### config.mk
export PLATFORM = sky130hd
export DESIGN_NAME = fetch_sequencer
export DESIGN_NICKNAME = d
export VERILOG_FILES = /design/src/rtl/fetch_sequencer.sv
export SDC_FILE = /design/constraint.sdc
export NUM_CORES = 1
export LEC_CHECK = 0
export CORE_ASPECT_RATIO = 1.75
export CORE_MARGIN = 2
export CORE_UTILIZATION = 45
export DETAILED_ROUTE_END_ITERATION = 12
export PLACE_DENSITY = 0.78
export SYNTH_ARGS = -nofsm -noshare
export SYNTH_HDL_FRONTEND = slang
export SYNTH_SLANG_ARGS = --single-unit
export TNS_END_PERCENT = 30
### constraint.sdc
create_clock -name CLK -period 1.8 [get_ports CLK]
set_input_delay 0.27 -clock CLK [delete_from_list [all_inputs] [get_ports CLK]]
set_output_delay 0.27 -clock CLK [all_outputs]
set_load 0.02 [all_outputs]
### src/rtl/fetch_sequencer.sv
// fetch_sequencer: multi-cycle fetch/wait/decode/exec/update sequencer driving PC controls and instruction-memory handshake
module fetch_sequencer #(
  parameter int TIMEOUT = 15
) (
  input  logic        CLK,
  input  logic        RE,
  input  logic        START,
  input  logic        MEM_ACK,
  input  logic        HALT_REQ,
  input  logic        EXE_DONE,
  input  logic        BR_TAKEN,
  output logic        PC_CS,
  output logic        PC_W,
  output logic        PC_R,
  output logic        PC_INC,
  output logic        PC_L,
  output logic        PC_RE,
  output logic        MEM_REQ,
  output logic        IR_LD,
  output logic        EXE_GO,
  output logic        BUSY,
  output logic        FAULT,
  output logic [2:0]  STATE,
  output logic [15:0] INSTR_CNT
);
  typedef enum logic [2:0] {
    st_idle, st_fetch, st_wait, st_decode, st_exec, st_update, st_halt, st_fault
  } state_t;
  state_t state, nxt;
  logic [3:0] wait_cnt;
  logic br, rd, up;
  always_ff @(posedge CLK) begin
    if (RE) begin
      state     <= st_idle;
      wait_cnt  <= '0;
      br        <= 1'b0;
      INSTR_CNT <= '0;
    end else begin
      state    <= nxt;
      wait_cnt <= state == st_wait ? wait_cnt + 4'd1 : '0;
      if (state == st_exec && EXE_DONE) br <= BR_TAKEN;
      if (state == st_update) INSTR_CNT <= INSTR_CNT + 16'd1;
    end
  end
  always_comb begin
    nxt = state;
    case (state)
      st_idle:   nxt = START ? st_fetch : st_idle;
      st_fetch:  nxt = st_wait;
      st_wait:   nxt = MEM_ACK ? st_decode : wait_cnt == 4'(TIMEOUT - 1) ? st_fault : st_wait;
      st_decode: nxt = HALT_REQ ? st_halt : st_exec;
      st_exec:   nxt = EXE_DONE ? st_update : st_exec;
      st_update: nxt = st_fetch;
      default:   nxt = state;
    endcase
  end
  assign rd        = state == st_fetch || state == st_wait;
  assign up        = state == st_update;
  assign PC_RE     = RE;
  assign PC_CS     = RE | rd | up;
  assign PC_W      = RE | up;
  assign PC_R      = !RE & rd;
  assign PC_INC    = !RE & up & !br;
  assign PC_L      = !RE & up & br;
  assign MEM_REQ   = !RE & rd;
  assign IR_LD     = !RE & state == st_wait & MEM_ACK;
  assign EXE_GO    = !RE & state == st_exec;
  assign BUSY      = !RE & state != st_idle & state != st_halt & state != st_fault;
  assign FAULT     = !RE & state == st_fault;
  assign STATE     = state;
endmodule
Word-level counts from Yosys, hierarchy flattened
Cells that the tools add are included.
{ "word_totals": {"ff_bits": 24, "in_bits": 7, "out_inout_bits": 30} }
{ "op_classes": {"add_sub_neg": 2, "n_eq_ne": 9, "n_mux": 6, "bitwise_logic": 15, "reduce_logical": 8} }
{ "ops": {"columns": ["op", "n"], "rows": [
  ["3-bit one-hot mux with 6 select lines", 1],
  ["16-bit by 1-bit adder with 16-bit output (second input constant)", 1],
  ["1-bit AND", 11],
  ["3-bit equality test (second input constant)", 3],
  ["3-bit by 2-bit equality test with 1-bit output (second input constant)", 2],
  ["3-bit two-way mux", 2],
  ["3-bit inequality test (second input constant)", 2],
  ["6-bit nonzero test", 1],
  ["4-bit by 1-bit adder with 4-bit output (second input constant)", 1],
  ["4-bit equality test (second input constant)", 1],
  ["3-bit by 1-bit equality test with 1-bit output (second input constant)", 1],
  ["3-bit zero test", 1],
  ["1-bit OR", 3],
  ["3-bit nonzero test", 1],
  ["1-bit zero test", 2],
  ["1-bit two-way mux", 2],
  ["2-bit two-way mux", 1],
  ["2-bit OR reduction", 1],
  ["1-bit logical AND", 1],
  ["1-bit logical OR", 1],
  ["1-bit NOT", 1]
]} }

Longest topological paths before layout
{ "depth": {"ltp_word": 4, "depth_mapped": 6} }

Worst setup path before layout
No wires, ideal clock.
{ "synth_path": {"kind": "register -> output", "from": "register state[0], in the netlist STATE[0]", "to": "output port PC_R", "arrival_time_ps": 1749, "required_time_ps": 1530, "setup_slack_ps": -219, "stages_incl_launch_ff": 6, "path_buffers": 3, "path_cell_list": "dfxtp_1 buf_2 clkbuf_1 xnor2_1 nor3_1 buf_4"} }
{ "synth_via": {"elab_chain_len": 3} }
{ "synth_rtl": {"columns": ["element", "line", "text"], "rows": [
  ["from (decl)", "29", "state_t state, nxt;"],
  ["from (signal assigned)", "34", "state <= st_idle;"],
  ["from (signal assigned)", "39", "state <= nxt;"],
  ["3-bit by 1-bit equality test with 1-bit output or 3-bit by 2-bit equality test with 1-bit output (tied branches)", "57", "assign rd = state == st_fetch || state == st_wait;"],
  ["1-bit logical OR (*)", "57", null],
  ["1-bit AND (*)", null, null],
  ["to (decl)", "14", "output logic PC_R,"]
]} }
Mark *: on every way between the ends. The rest lies on a longest branch, timed or not.

Final worst setup path
{ "layout_path": {"from": "register state[1], in the netlist STATE[1]", "to": "register INSTR_CNT[15]"} }
{ "layout_via": {"elab_chain_len": 1} }
{ "layout_rtl": {"columns": ["element", "line", "text"], "rows": [
  ["3-bit equality test", "42", "if (state == st_update) INSTR_CNT <= INSTR_CNT + 16'd1;"],
  ["to (signal assigned)", "42", null],
  ["to (decl)", "24", "output logic [15:0] INSTR_CNT"]
]} }
No other way between the ends.
A chain may end at the register's enable or synchronous reset.

==> metrics.md <==
| Metric | Value |
|---|---|
| Outcome | `finished clean` |
| Worst Setup SP | `STATE[1]$_SDFFE_PP0P_` |
| Drt first pass iters | `4` |
| Post-Route WL | `3.12 mm` |
| Worst-Skew Late Latency | `260 ps` |
| Worst Path Max Fanout | `9` |
| Slew @ Worst Pin | `402 ps` |
| Min Tclk post-route | `1770 ps` |
| Post-route clock skew | `2.93 ps` |
| Iteration-0 DRC Markers | `18` |
| Antenna Nets Post-Route | `0` |
| CTS root buf | `clkbuf_8` |
| Flop2flop setup slack | `30 ps` |
| Reg2reg end | `INSTR_CNT[15]$_SDFFE_PP0P_` |
| Hold WS | `469 ps` |
| Die area | `3170 sq um` |
| Vias/cell | `5.48` |
| Mapped Cells | `149` |
| N_diodes | `0` |
| Seq cells post-synth | `24` |
| Final Max Slew Viols | `0` |
| Initial Utilization | `46.0%` |
| Clk slew on worst S/H paths | `80 ps` |
| Post-synthesis instance area | `1220 sq um` |
| Pin count of the biggest net entering global routing | `15` |
| Chip height | `73.0 um` |
| CP Data Required Time | `2000 ps` |
| Cts bufs inserted | `3` |
| Synth unique cells | `38` |
| Max frequency | `0.564 GHz` |
| Post-DR wirelength/cell | `14.0 um` |
| Area grow syn2layout | `44.8%` |
| Commonest non-fill, non-tap cell in the layout | `clkdlybuf4s50_1` |
| IO Count | `37` |
| Initial antenna violation count | `0` |
| Hold Buf Count CTS | `0` |
| Filler cell count | `221` |
| Worst Reg-to-Reg Cells | `5` |
| HPWL Detailed | `2.39 mm` |
| Power Total | `1.19 mW` |
| Slew headroom | `72.9%` |
| Final setup viols | `0` |
| Port bufs | `36` |
| Total Routing Usage GR | `22.2%` |
| Unrepaired setup endpoints after global routing | `yes` |
| Vias in the first global route | `1213` |
| Fin. Hold Viols | `0` |
| GPL Wtd Cong | `0.754` |
| Post-CTS setup buffers | `0` |
| CTS Buffer Depth | `2` |
| Leak | `0.698 nW` |
| CP endpoint kind | `register` |
| Commonest non-fill, non-tap cells in the layout | `clkdlybuf4s50_1 (25), dfxtp_1 (21), nor2_1 (20)` |
| Vias | `1223` |
| Worst min-delay path category | `reg -> reg` |
| Core Area | `2660 sq um` |
| Register area share after synthesis | `39.3%` |
| Worst setup SP type | `register` |
| Worst setup endpoint | `INSTR_CNT[15]$_SDFFE_PP0P_` |
| Post-synth net total | `159` |
| Final Cell Area | `1770 sq um` |
| Num rows | `25` |
| Global-route wire length before repair | `5.44 mm` |
| DR DRC count | `0` |
| Tcrit/Tclk final | `98.5%` |
| Fin cells | `223` |
| Die Wd | `43.4 um` |
| Share of layout cells above drive strength 1 | `18.9%` |
| Inst Count DP | `219` |
| Area after DPL | `1710 sq um` |
| Kind of critical path | `reg -> reg` |
| Synth warn | `0` |
| Nets | `207` |
| Synthesized area per cell | `8.21 sq um` |
| Grt ovf | `0` |
| Origin of the critical flop-to-flop path | `STATE[1]$_SDFFE_PP0P_` |
| Max Cap Viol | `0` |
| Pwr per Cell Area | `672 nW/um^2` |
| H-tree depth | `1` |
| Crit path arrival time | `1980 ps` |
| TritonCTS clock tree | `built` |
| Sink Count | `24` |
| VDD IR-drop max | `566 uV` |
## critical path, cell delays in order (launching register included)
cell and delay [ps]:
dfxtp_2 340, buf_4 160, nand4b_1 190, or4_4 470, or3_1 400, a21oi_2 150
## sequential cells by signal (all words and copies together), names as in the netlist
| name | cells |
|---|---|
| INSTR_CNT | 16 |
| br | 1 |
| STATE | 3 |
| wait_cnt | 4 |
## Yosys cell counts
library cell / instances / share of area, %
xnor2_1: 5 / 3.6
nand2_1: 4 / 1.2
a31o_2: 1 / 0.72
nor4b_1: 2 / 1.4
nand2b_1: 5 / 2.6
nand4_1: 3 / 1.5
a31oi_1: 1 / 0.51
buf_2: 2 / 0.82
and3_2: 1 / 0.61
nor2_1: 20 / 6.1
a311oi_1: 1 / 0.72
and4b_1: 1 / 0.82
mux2i_1: 2 / 1.6
buf_4: 2 / 1.2
inv_1: 6 / 1.8
or4_4: 1 / 0.92
buf_1: 1 / 0.31
a21oi_1: 9 / 3.7
nand4b_1: 1 / 0.72
nand4_2: 1 / 1.0
and4_2: 1 / 0.82
or4_1: 1 / 0.61
ha_1: 3 / 3.1
or3_1: 5 / 2.6
o21ai_0: 7 / 2.9
or2_2: 1 / 0.51
nor3_1: 10 / 4.1
nor4_1: 2 / 1.0
or3_2: 1 / 0.61
nor3b_1: 1 / 0.61
clkbuf_1: 6 / 1.8
a41o_1: 1 / 0.82
and3_1: 1 / 0.51
nand3b_1: 1 / 0.61
xor2_1: 6 / 4.3
dfxtp_1: 24 / 39
a211oi_1: 1 / 0.61
nand3_1: 8 / 3.3
## repair_timing
item,4_1_cts,5_1_grt
endpoints found under the setup margin,14,6
cloned,0,0
gates resized for setup,13,10
## worst min-delay path by stage
stage,startpoint,endpoint,slack (ps),cells past startpoint
global placement,wait_cnt[0]$_SDFF_PP0_,wait_cnt[0]$_SDFF_PP0_,450,1
finish,wait_cnt[0]$_SDFF_PP0_,wait_cnt[0]$_SDFF_PP0_,470,1
global route,wait_cnt[0]$_SDFF_PP0_,wait_cnt[0]$_SDFF_PP0_,500,1
CTS,wait_cnt[0]$_SDFF_PP0_,wait_cnt[0]$_SDFF_PP0_,470,1
detailed placement,wait_cnt[0]$_SDFF_PP0_,wait_cnt[0]$_SDFF_PP0_,450,1
floorplan,BR_TAKEN,br$_SDFFE_PP0P_,420,2
## stage by stage
stage | setup TNS [ps] | util [%] | worst slack [ps]
6_report | 0 | 66.6 | 27.6
5_1_grt | -40.0 | 66.6 | -40.0
4_1_cts | 0 | 66.4 | 6.98
3_5_place_dp | -1890 | 64.2 | -254
3_3_place_gp | -1630 | 64.2 | -214
2_1_floorplan | -103 | - | -103
## where the power goes
| group | switching [mW] | leakage [nW] | total, mW | internal [mW] |
|---|---|---|---|---|
| Sequential | 0.00880 | 0.195 | 0.547 | 0.539 |
| Clock | 0.168 | 0.0357 | 0.465 | 0.297 |
| Combinational | 0.0959 | 0.467 | 0.179 | 0.0828 |
## kinds of logic after synthesis
kind of cell	synth area share, %
buf+inv	6.03
simple gates	32.2
xor+xnor	7.87
flops	39.3
mux	1.64
fa+ha+maj	3.07
compound gates	9.92
## layout make-up
class / instances / area [sq um] / share of cell area, %
Clock buffer: 3 / 41.3 / 2.33
Multi-Input combinational cell: 108 / 682 / 38.5
Sequential cell: 24 / 487 / 27.5
Timing Repair Buffer: 54 / 475 / 26.8
Clock inverter: 1 / 30.0 / 1.69
Tap cell: 27 / 33.8 / 1.91
Inverter: 6 / 22.5 / 1.27
## metal layers
metal	GRT usage [%]	up-vias	share of wire [%]	wire, um
li1	-	612	-	-
met1	23.5	575	37	1140
met2	42.0	28	58	1810
met3	2.72	8	2.9	89
met4	9.76	0	2.5	78
met5	0	-	0	0
Note: power is estimated with default switching activity, not from simulation.
